### src/rtl/delayed_fall.sv
// Fall-delay stretcher: out rises promptly on a synchronized trigger and
// drops only after a programmable run of consecutive low samples.
module delayed_fall #(
  parameter int unsigned FALL_DELAY = 16,
  parameter int unsigned CNT_W      = 8
) (
  input  logic clk,
  input  logic rst,
  input  logic trigger,
  output logic out,
  output logic fell,
  output logic busy
);

  typedef enum logic [1:0] {
    IDLE = 2'd0,
    HIGH = 2'd1,
    HOLD = 2'd2
  } state_t;

  localparam logic [CNT_W-1:0] LIMIT = CNT_W'(FALL_DELAY);
  localparam logic [CNT_W-1:0] ONE   = CNT_W'(1);

  logic             s1;
  logic             trig_s;
  state_t           state;
  logic [CNT_W-1:0] lo_cnt;

  always_ff @(posedge clk or posedge rst) begin
    if (rst) begin
      s1     <= 1'b0;
      trig_s <= 1'b0;
    end else begin
      s1     <= trigger;
      trig_s <= s1;
    end
  end

  // Outputs are updated alongside the state so they never glitch.
  always_ff @(posedge clk or posedge rst) begin
    if (rst) begin
      state  <= IDLE;
      lo_cnt <= '0;
      out    <= 1'b0;
      busy   <= 1'b0;
      fell   <= 1'b0;
    end else begin
      fell <= 1'b0;
      unique case (state)
        IDLE: begin
          if (trig_s) begin
            state <= HIGH;
            out   <= 1'b1;
            busy  <= 1'b0;
          end
        end
        HIGH: begin
          if (!trig_s) begin
            state  <= HOLD;
            lo_cnt <= ONE;
            busy   <= 1'b1;
          end
        end
        HOLD: begin
          if (trig_s) begin
            state  <= HIGH;
            lo_cnt <= '0;
            busy   <= 1'b0;
          end else if (lo_cnt == LIMIT) begin
            state  <= IDLE;
            lo_cnt <= '0;
            out    <= 1'b0;
            busy   <= 1'b0;
            fell   <= 1'b1;
          end else begin
            lo_cnt <= lo_cnt + ONE;
          end
        end
        default: begin
          state  <= IDLE;
          lo_cnt <= '0;
          out    <= 1'b0;
          busy   <= 1'b0;
        end
      endcase
    end
  end

endmodule
### config.mk
export PLATFORM = sky130hd
export DESIGN_NAME = delayed_fall
export DESIGN_NICKNAME = d
export VERILOG_FILES = /design/src/rtl/delayed_fall.sv
export SDC_FILE = /design/constraint.sdc
export NUM_CORES = 1
export LEC_CHECK = 0
export ABC_CLOCK_PERIOD_IN_PS = 3500
export CORE_MARGIN = 5
export CORE_UTILIZATION = 60
export CTS_BUF_LIST = sky130_fd_sc_hd__clkbuf_2 sky130_fd_sc_hd__clkbuf_4 sky130_fd_sc_hd__clkbuf_8
export DETAILED_ROUTE_END_ITERATION = 6
export PLACE_DENSITY = 0.81
export SYNTH_ARGS = -nofsm -noshare
export SYNTH_HDL_FRONTEND = slang
export SYNTH_SLANG_ARGS = --single-unit
### constraint.sdc
create_clock -name clk -period 3.5 [get_ports clk]
set_input_delay 0.525 -clock clk [delete_from_list [all_inputs] [get_ports clk]]
set_output_delay 0.525 -clock clk [all_outputs]
set_load 0.02 [all_outputs]
### Word level (Yosys, flattened, before mapping)

Index checks and enable logic that the tools add are counted.

* bits of input ports: 3
* flip-flop bits (word level): 15
* output and inout port bits: 3
* logic and storage cells: 42

* muxes and demuxes: 20
* bitwise logic cells: 2
* add/subtract/negate cells: 1
* reduce and logical (&&, ||, !) cells: 4
* eq/ne operators: 8

Operators by type and width (number)
* $mux 8: 3
* $pmux 8 s3: 1
* $mux 1: 9
* $add 8x1->8 const B: 1
* $eq 8x5->1 const B: 1
* $mux 2: 4
* $ne 2x2->1 const B: 4
* $pmux 1 s3: 2
* $pmux 2 s3: 1
* $reduce_and 4->1: 1
* $ne 3x3->1 const B: 1
* $reduce_and 3->1: 1
* $eq 2x1->1 const B: 1
* $eq 2x2->1 const B: 1
* $logic_not 2->1: 1
* $not 1->1: 2
* $reduce_and 2->1: 1

### Longest topological paths before layout

* depth in word-level cells: 4
* gate-level depth with buffers: 6
* gate-level depth less buffers: 6

### Worst setup path after synthesis

No wires, ideal clock.

* path type: register -> register
* start point: register state[0]
* end point: register lo_cnt[5]
* clock period less this slack: 1.697 ns
* data arrival time: 1.570 ns
* setup time: 0.127 ns
* path slack: 1.803 ns
* data required time: 3.373 ns
* path buffers: 0
* stages on the path, launching flop included: 7
* cell sequence: dfrtp_1 -> inv_1 -> ha_1 -> a21o_1 -> or4_1 -> xor2_1 -> nor2_2

* word-level cells in the longest chain between the ends: 3
* elaborated cells on any way between the ends: 7
* those cells by class: eq/ne: 3; mux: 1; bitwise: 1; reduce/logical: 2

Ends and longest elaborated chain
* from (decl): line 26 `state_t state;`
* from (signal assigned): line 42 `state <= IDLE;`
* from (signal assigned): line 52 `state <= HIGH;`
* from (signal assigned): line 59 `state <= HOLD;`
* $eq 2x1->1 or $logic_not 2->1 (tied branches): line 49 `unique case (state)`
* $ne 2x2->1 (no line) or $not 1->1 (tied branches)
* $reduce_and 2->1 (no line)
* to (signal assigned): line 76 `lo_cnt <= lo_cnt + ONE;`
* to (decl): line 27 `logic [CNT_W-1:0] lo_cnt;`

Several ways; a longest one is shown, not always the timed one.
A chain may end at the register's enable or synchronous reset.

### Worst setup path after layout

Ends and elaborated chain as after synthesis.

==> metrics <==
outcome=complete, no violations; Req. time, crit path=3.66 ns; Adder-Cell Fraction of Synth Area=10.5%; Antenna Nets Post-Route=0; Max Clk Rate=~540 MHz; Ys Warns=0; final net count=slightly above 100; initial antenna violation count=0; Simple-Gate Fraction of Synth Area=between 20 and 25%; largest net degree at the start of global routing=16; Slowest cell on crit path=or4_1; gpl congestion=0.802; post-synth top area share=45.0%; Worst setup SP type=flop; Post-route DRC=0; sequential area share after synthesis=45.0%; Ports=6; Core Region=0.00130 mm2; cells after synthesis=81; clock sinks=15; combinational family with the most area after synthesis=simple AND/OR/NAND/NOR gates; Yosys reg bits=15; area leader, netlist=dfrtp_1; Die Span X=47.3 um; Yosys cell types=27; Period minus WS final=1.87 ns; P_leak=0.000439 uW; synthesized area per cell=10.3 um2; Post-Syn Area=between 800 and 900 um2; drt first pass iters=4; mux share of post-synthesis cell area=1.35%; row count=13; first-pass GRT wire length=2.87 mm; post-cts sizing count=0; IO buf count=5; Die ar.=0.00224 mm2; Max VDD drop=471 uV; Crit. End Element=flop; Pwr Density=around 640 mW/mm2; period utilization=between 50% and 60%; Synth Area in Compound Gates=12.3%; clk buf depth=2; post-DP HPWL=~1.2 mm; Least-Margin Pin Slew=0.561 ns; largest cells by area after synthesis=dfrtp_1, ha_1, xor2_1; vias in the first global route=650; crit path kind=flop to flop; # H-tree levels=1; share of cells above drive strength 1=11.1%; hold_ws=0.355 ns; final wirelength=between 1.5 and 2 mm; DRT iter0 DRCs=16; CP max stage delay=0.50 ns; Tot GR Track Use=between 10% and 20%; Slew Limit Headroom=roughly 63%; Overflow after GRT=0; CTS buffer count=3; syn_nets=91; CTS tree=built; CP arrival=2.03 ns; RSZ-0062 raised after global routing=false; setup TNS=0 ns; Min-Delay Path Class=flop to flop; Worst Path Buf+Inv=1; Skew-Pair Late Insertion Delay=0.28 ns; Worst-path clk slew=around 0.090 ns; Synth-to-Final Area Change=11.5%; Vias=641; root buffer selected by CTS=clkbuf_4; Worst Skew=~0.0060 ns; final hold violation count=0; crit path cell chain=inv_1 > ha_1 > a21o_1 > or4_1 > xor2_1 > nor2_2; Fillers=100; CTS Hold Bufs=0; Maximum Capacitance Violations=0; critical path peak fanout=6; kind of cell adding the most delay to the critical path=simple AND/OR/NAND/NOR gates; vias per inst=6.10; Final setup viols=0; # diodes=0; xor and xnor fraction of the mapped netlist area=5.25%; Slew Viols, Final=0; Post-CTS Setup Bufs=0; Starting Density=64.1%; die height=47.3 um; Routed WL per cell=14.9 um
## cells in the mapped netlist, drive strengths merged
cell type,number
or4,1
a31o,1
nor2,12
o22ai,1
nand2b,3
xor2,5
nand3,2
mux2,1
nor3b,1
ha,7
a21boi,1
o21ai,3
dfrtp,15
nand3b,1
and4,2
inv,7
a21o,1
o31ai,2
o32ai,1
nand2,4
nand4,2
and3,1
nor4b,2
a21oi,5
## flip-flops by register name, summed over array words and instances, names as in the netlist
signal  flops
lo_cnt      8
out         1
fell        1
state       2
s1          1
busy        1
trig_s      1
## path summary, 6_finish.rpt
| check | cells past startpoint | to | from | slack (ns) |
|---|---|---|---|---|
| worst max-delay path | 6 | lo_cnt[5] | state[0] | 1.63 |
| worst min-delay path | 0 | trig_s | s1 | 0.36 |
| worst max register to register | 6 | lo_cnt[5] | state[0] | 1.63 |
| worst min register to register | 0 | trig_s | s1 | 0.36 |
| max in group asynchronous | 2 | lo_cnt[6] | rst | 2.55 |
| min in group asynchronous | 2 | fell | rst | 0.58 |
## power breakdown
| group | switching [uW] | total (uW) | leakage, uW | internal [uW] |
|---|---|---|---|---|
| clock | 54.3 | 96.7 | 0.0000177 | 42.4 |
| sequential | 24.7 | 226 | 0.000200 | 201 |
| combinational | 162 | 270 | 0.000221 | 108 |
## kinds of logic (layout without fill, tap and decap cells)
family | count (synthesis) | count (layout)
AOI/OAI and AO/OA | 15 | 15
muxes | 1 | 1
DFF | 15 | 15
adders and majority gates | 7 | 7
buffers and inverters | 7 | 16
xor gates and xnor gates | 5 | 5
and+or+nand+nor | 31 | 31
## through the flow
| step | util, % | area [um2] | setup WS [ns] | cells | total power, uW |
|---|---|---|---|---|---|
| final | 71.5 | 931 | 1.63 | 105 | 592 |
| after CTS | 71.5 | 931 | 1.62 | 105 | 593 |
| after global routing | 71.5 | 931 | 1.51 | 105 | 645 |
| after global placement | 69.4 | 903 | 1.72 | 101 | 483 |
| after detailed placement | 69.4 | 903 | 1.64 | 101 | 496 |
| after floorplan | - | 835 | 1.80 | 81 | 420 |
## cell type report
class | count | area [um2] | area share [%]
flip-flops and latches | 15 | 375 | 40.3
well taps | 15 | 18.8 | 2.02
clock inverters | 1 | 5.00 | 0.538
inverters | 7 | 26.3 | 2.82
clock buffers | 3 | 22.5 | 2.42
repair buffers | 5 | 50.0 | 5.38
multi-input cells | 59 | 433 | 46.5
## placed cells by master (no fill, tap or decap), types with 2 or more instances in the layout
master / count
clkdlybuf4s50_1: 5
nand2_1: 4
o21ai_0: 3
nand4_1: 2
nand2b_1: 3
clkbuf_4: 3
dfrtp_1: 15
ha_1: 7
nor2_1: 11
a21oi_1: 5
xor2_1: 5
and4_1: 2
nand3_1: 2
inv_1: 7
## per-layer routing
metal | global-route usage (%) | up-vias | routed length [um]
met4 | 6.63 | 0 | 45
li1 | - | 299 | -
met1 | 24.8 | 312 | 679
met5 | 0 | - | 0
met2 | 29.4 | 22 | 759
met3 | 6.90 | 8 | 81
## worst reg2reg max path, stage by stage (launching register included)
cell     delay, ns
dfrtp_1       0.40
inv_1         0.10
ha_1          0.29
a21o_1        0.22
or4_1         0.50
xor2_1        0.19
nor2_2        0.05
Note: power is estimated with default switching activity, not from simulation.
